[config.mk]
export PLATFORM = sky130hd
export DESIGN_NAME = local_spike_sink
export DESIGN_NICKNAME = d
export VERILOG_FILES = /design/src/rtl/local_spike_sink_pkg.sv /design/src/rtl/local_spike_sink_rr_arbiter2.sv /design/src/rtl/local_spike_sink.sv
export SDC_FILE = /design/constraint.sdc
export NUM_CORES = 1
export LEC_CHECK = 0
export BUFFER_PORTS_ARGS = -buffer_cell sky130_fd_sc_hd__buf_4
export CAP_MARGIN = 5
export CORE_MARGIN = 5
export CORE_UTILIZATION = 55
export DETAILED_ROUTE_END_ITERATION = 10
export GPL_TIMING_DRIVEN = 0
export PLACE_DENSITY = 0.74
export SYNTH_ARGS = -nofsm -noshare
export SYNTH_HDL_FRONTEND = slang
export SYNTH_SLANG_ARGS = --single-unit
[constraint.sdc]
create_clock -name clk_i -period 17 [get_ports clk_i]
set_clock_uncertainty 0.1 [all_clocks]
set_input_delay 0 -clock clk_i [delete_from_list [all_inputs] [get_ports clk_i]]
set_output_delay 0 -clock clk_i [all_outputs]
set_load 0.05 [all_outputs]
[src/rtl/local_spike_sink_pkg.sv]
// Shared local-packet geometry for the spike sink and the forwarding stages that feed it.
package local_spike_sink_pkg;

  localparam int unsigned DefLocalWidth = 12;
  localparam int unsigned DefAxonMsb    = 7;
  localparam int unsigned DefNumAxons   = 256;
  localparam int unsigned DefCntWidth   = 16;

  typedef enum logic {
    SideNorth = 1'b0,
    SideSouth = 1'b1
  } side_e;

endpackage

[src/rtl/local_spike_sink_rr_arbiter2.sv]
// Two-requester round-robin arbiter; the pointer only moves when both sides contend.
module rr_arbiter2
  import local_spike_sink_pkg::*;
(
  input  logic       clk_i,
  input  logic       reset_i,
  input  logic [1:0] req_i,
  output logic [1:0] grant_o
);

  side_e ptr_q, ptr_d;

  always_ff @(posedge clk_i or posedge reset_i) begin
    if (reset_i) begin
      ptr_q <= SideNorth;
    end else begin
      ptr_q <= ptr_d;
    end
  end

  // Grant is masked during reset so no pop can complete in a reset cycle.
  always_comb begin
    grant_o = 2'b00;
    ptr_d   = ptr_q;
    if (!reset_i) begin
      unique case (req_i)
        2'b01: grant_o = 2'b01;
        2'b10: grant_o = 2'b10;
        2'b11: begin
          grant_o = (ptr_q == SideNorth) ? 2'b01 : 2'b10;
          ptr_d   = (ptr_q == SideNorth) ? SideSouth : SideNorth;
        end
        default: grant_o = 2'b00;
      endcase
    end
  end

endmodule

[src/rtl/local_spike_sink.sv]
// Pops local packets from north/south buffers into a double-banked axon bitmap swapped on tick.
module local_spike_sink
  import local_spike_sink_pkg::*;
#(
  parameter int unsigned LocalWidth = DefLocalWidth,
  parameter int unsigned AxonMsb    = DefAxonMsb,
  parameter int unsigned NumAxons   = DefNumAxons,
  parameter int unsigned CntWidth   = DefCntWidth
) (
  input  logic                  clk_i,
  input  logic                  reset_i,
  input  logic [LocalWidth-1:0] din_north_i,
  input  logic                  empty_north_i,
  output logic                  ren_north_o,
  input  logic [LocalWidth-1:0] din_south_i,
  input  logic                  empty_south_i,
  output logic                  ren_south_o,
  input  logic                  tick_i,
  output logic [NumAxons-1:0]   axon_spikes_o,
  output logic [CntWidth-1:0]   spike_count_o,
  output logic                  range_error_o
);

  logic [1:0]            req, grant;
  logic                  pop, in_range, hit;
  logic [LocalWidth-1:0] pkt;
  logic [AxonMsb:0]      idx;
  logic                  unused_pkt_hi;
  logic [CntWidth-1:0]   cnt_inc;

  logic [NumAxons-1:0] bank_q [2];
  logic [NumAxons-1:0] bank_d [2];
  logic                bank_sel_q, bank_sel_d;
  logic [CntWidth-1:0] spike_cnt_q, spike_cnt_d;
  logic [CntWidth-1:0] spike_count_q, spike_count_d;
  logic                range_error_q, range_error_d;

  assign req = {~empty_south_i, ~empty_north_i};

  rr_arbiter2 u_arb (
    .clk_i   (clk_i),
    .reset_i (reset_i),
    .req_i   (req),
    .grant_o (grant)
  );

  assign ren_north_o   = grant[0];
  assign ren_south_o   = grant[1];
  assign pop           = |grant;
  assign pkt           = grant[1] ? din_south_i : din_north_i;
  assign idx           = pkt[AxonMsb:0];
  assign unused_pkt_hi = ^pkt[LocalWidth-1:AxonMsb+1];
  assign in_range      = 32'(idx) < NumAxons;
  assign hit           = pop & in_range;
  assign cnt_inc       = (hit && spike_cnt_q != '1) ? spike_cnt_q + 1'b1 : spike_cnt_q;

  // A pop in the tick cycle lands in the bank that is about to become active.
  always_comb begin
    bank_d        = bank_q;
    bank_sel_d    = bank_sel_q;
    spike_count_d = spike_count_q;
    spike_cnt_d   = cnt_inc;
    range_error_d = range_error_q | (pop & ~in_range);
    if (hit) begin
      bank_d[~bank_sel_q][idx] = 1'b1;
    end
    if (tick_i) begin
      bank_sel_d         = ~bank_sel_q;
      bank_d[bank_sel_q] = '0;
      spike_count_d      = cnt_inc;
      spike_cnt_d        = '0;
    end
  end

  always_ff @(posedge clk_i or posedge reset_i) begin
    if (reset_i) begin
      bank_q[0]     <= '0;
      bank_q[1]     <= '0;
      bank_sel_q    <= 1'b0;
      spike_cnt_q   <= '0;
      spike_count_q <= '0;
      range_error_q <= 1'b0;
    end else begin
      bank_q[0]     <= bank_d[0];
      bank_q[1]     <= bank_d[1];
      bank_sel_q    <= bank_sel_d;
      spike_cnt_q   <= spike_cnt_d;
      spike_count_q <= spike_count_d;
      range_error_q <= range_error_d;
    end
  end

  assign axon_spikes_o = bank_q[bank_sel_q];
  assign spike_count_o = spike_count_q;
  assign range_error_o = range_error_q;

endmodule

==> flow_summary.toml <==
[outcome]
run_status = "completed"

[placement]
finalWeightedCongestion = 1.00
place.port_buffers = 294
dpl_cell_area_um2 = 28900
hpwl_um = 60200
dp_cells = 3214

[final_layout]
nFillCells = 3462
multiInputGateArea_um2 = 11000
area.growth.synth_to_final_pct = 19.3
post_route_cells_drive_above_1_share = 0.365
final_area_um2 = 30900
seqCellArea_um2 = 13700
final_cell_count_no_fill = 3324
nets = 2702
final_util = 0.663

[synthesis]
synth_largest_area_cell = "sky130_fd_sc_hd__dfrtp_1"
synthesis.area_um2 = 25900
average_size_of_a_mapped_cell_um2 = 11.2
number_of_enable_type_register_cells_in_the_synthesized_netlist = 0
synthAdderAreaFrac = 0.000484
syn-instance-count = 2309
synth_area_leaders = "sky130_fd_sc_hd__dfrtp_1 (53%), sky130_fd_sc_hd__mux2_2 (11%), sky130_fd_sc_hd__o31ai_2 (8.1%)"
share_of_synthesized_area_occupied_by_flip_flops_and_latches = 0.528
async_sr_flop_fraction = 1.00
yosys_warning_count = 0
post_synth_num_cell_types = 49
synth_simple_gate_area_share = 0.104
synth.area.mux_share = 0.112
synth_top_family_by_area = "compound AO/OA/AOI/OAI gates"
yosys_register_bits = 546
synth_xor_xnor_area_share = 0.00102
ys_dominant_reg_cell = "sky130_fd_sc_hd__dfrtp_1"
synth_compound_area_frac = 0.206
synth_top_cell_area_share = 0.528
syn_nets = 2339

[floorplanning]
io_pins = 304
start_util = 0.556
fp.dieArea_um2 = 51500
chipHeight_um = 227
die_w_um = 227
row_count = 79
core_um2 = 46600

[grt]
gr-usage-all-layers = 0.344
largest_net_degree_at_the_start_of_global_routing = 127
grt_overflow = 0
grt_pass1_wl_um = 132000
grt_pass1_vias = 21000
initial_antenna_violation_count = 2

[sta]
finalHoldViolations = 0
max_clock_freq_ghz = 0.292
setup_viol = 0
setup_repair_after_global_routing_missed_its_margin = "no"
worst_slew_margin_rel = 0.344
final_critical_path_share_of_the_clock_period = 0.201
slew_viol_final = 0
final.hold.worst_slack_ns = 0.00382
worst_pin_slew_ns = 0.984
fin_crit_ns = 3.42

[routing]
drt_first_iter_violations = 2467
postRouteWirelength_um = 90300
post_drt_wl_per_cell_um = 27.2
antenna_violating_nets_post_route = 0
dr_total_vias = 21000
drtPass1Iterations = 6
post-route-drc-count = 0
detail_route.vias_per_cell = 6.33

[clocking]
htree_num_levels = 2
num_cts_buffers = 56
cts_root_buffer = "sky130_fd_sc_hd__clkbuf_16"
tritoncts_clock_tree = "built"
clock_insertion_delay_worst_skew_ns = 0.61
cts.path.max_buffers = 3
number_of_setup_buffers_added_after_cts = 0
clock-sinks = 546
path_clk_slew_ns = 0.06

[setup_path]
end_kind = "output port"
data_arrival_time_at_the_worst_slack_endpoint_ns = 3.32
crit_type = "flop to output port"
worst-path-max-fanout = 10
worst_setup_path_start_kind = "flop"
crit_required_ns = 16.90

[min_path]
hold_path_class = "input port to asynchronous set/reset pin"

[pwr]
power_density_nw_per_um2 = 107
vdd.ir_drop.worst_v = 0.0000821
total_leakage_power_nw = 13.9

[run]
drv_cap = 0
## per-stage QoR
| stage | TNS (ns) | setup WS, ns | total power, mW |
|---|---|---|---|
| floorplan | 0 | 1.64 | 1.83 |
| global route | 0 | 13.48 | 3.39 |
| CTS | 0 | 13.56 | 3.28 |
| detailed placement | 0 | 14.17 | 2.06 |
| finish | 0 | 13.58 | 3.30 |
| global placement | -1933.00 | -3.59 | 2.04 |
## flip-flops by register name, summed over array words and instances (netlist names)
signal         flops
spike_cnt_q       16
u_arb.ptr_q        1
spike_count_o     16
bank_q           512
bank_sel_q         1
## layout make-up
type	instances	share of cell area
repair buffers	305	0.0773
inverters	6	0.000973
well taps	607	0.0246
clock buffers	88	0.0545
plain buffers	232	0.0393
multi-input cells	1525	0.355
flip-flops and latches	546	0.443
clock inverters	13	0.00523
diodes	2	0.000162
## synthesized netlist by cell type (all sizes together) (2+ instances only)
cell and count:
a211oi 14, nand4 5, o41ai 2, and4 5
or4b 2, clkbuf 117, a21oi 19, a2111oi 7
dfrtp 546, nor3 6, nor2 21, inv 6
nand3 6, mux2i 2, and2 2, nor4 20
a31oi 13, or4 3, o31ai 389, nand2 529
or3 8, nand2b 13, mux2 256, buf 115
and3 3, or2 5, xor2 3, o21ai 184
## critical path, cell delays in order, from the launching register on
cell and delay (ns):
sky130_fd_sc_hd__dfrtp_1 0.32, sky130_fd_sc_hd__clkbuf_1 0.41, sky130_fd_sc_hd__clkbuf_1 0.74, sky130_fd_sc_hd__clkbuf_1 0.55
sky130_fd_sc_hd__mux2_2 0.46, sky130_fd_sc_hd__buf_4 0.21
## worst paths after layout
kind,startpoint,end,slack (ns),cells past startpoint
max in group asynchronous,reset_i,bank_q[192],15.23,5
min in group clk_i,din_south_i[7],bank_q[3],0.07,5
setup reg to reg,u_arb.ptr_q,bank_q[193],14.00,6
hold reg to reg,bank_q[491],bank_q[491],0.37,2
setup / recovery,bank_sel_q,axon_spikes_o[117],13.58,5
hold / removal,reset_i,bank_q[262],0.004,3
## cells by family (layout without fill, tap and decap cells)
logic type,count (synthesis),in the layout
buffers and inverters,238,644
and+or+nand+nor,629,629
muxes,258,258
adders and majority gates,1,1
xor gates and xnor gates,3,3
AOI/OAI and AO/OA,633,633
DFF,546,546
other,1,3
## layout by cell type, fill, tap and decap left out, types with 5 or more instances in the layout
| master | Yosys | routed |
|---|---|---|
| sky130_fd_sc_hd__dfrtp_1 | 546 | 546 |
| sky130_fd_sc_hd__nor2_1 | 20 | 20 |
| sky130_fd_sc_hd__buf_4 | 8 | 302 |
| sky130_fd_sc_hd__nand2b_1 | 13 | 13 |
| sky130_fd_sc_hd__a21oi_1 | 19 | 19 |
| sky130_fd_sc_hd__a2111oi_2 | 5 | 5 |
| sky130_fd_sc_hd__o31ai_2 | 168 | 168 |
| sky130_fd_sc_hd__and4_1 | 5 | 5 |
| sky130_fd_sc_hd__buf_2 | 75 | 75 |
| sky130_fd_sc_hd__a211oi_2 | 10 | 10 |
| sky130_fd_sc_hd__o21ai_0 | 90 | 90 |
| sky130_fd_sc_hd__or3_1 | 8 | 8 |
| sky130_fd_sc_hd__mux2_2 | 256 | 256 |
| sky130_fd_sc_hd__clkbuf_16 | 0 | 57 |
| sky130_fd_sc_hd__inv_1 | 6 | 5 |
| sky130_fd_sc_hd__o31ai_1 | 221 | 221 |
| sky130_fd_sc_hd__nand3_1 | 6 | 6 |
| sky130_fd_sc_hd__nor4_2 | 14 | 14 |
| sky130_fd_sc_hd__o21ai_1 | 62 | 62 |
| sky130_fd_sc_hd__nor3_1 | 6 | 6 |
| sky130_fd_sc_hd__o21ai_2 | 32 | 32 |
| sky130_fd_sc_hd__nand4_1 | 5 | 5 |
| sky130_fd_sc_hd__nand2_1 | 529 | 529 |
| sky130_fd_sc_hd__clkbuf_8 | 0 | 14 |
| sky130_fd_sc_hd__clkbuf_1 | 116 | 133 |
| sky130_fd_sc_hd__buf_6 | 29 | 29 |
| sky130_fd_sc_hd__a31oi_1 | 13 | 13 |
| sky130_fd_sc_hd__dlygate4sd3_1 | 0 | 7 |
## per-layer routing
layer	GRT usage	up-vias	part of all wire
met2	0.518	1202	0.45
met1	0.461	10500	0.39
li1	-	9006	-
met4	0.167	0	0.059
met5	0	-	0
met3	0.101	301	0.11
## power by group
part | switching, mW | internal, mW | total (mW)
sequential | 0.00971 | 1.32 | 1.33
combinational | 0.539 | 0.185 | 0.724
clock | 0.525 | 0.722 | 1.25
## repair_timing
action / CTS / global route
hold buffers: 7 / 0
hold endpoints to repair: 118 / 0
gates resized for setup: 0 / 0
No activity file was read; power rests on OpenSTA's default activity.
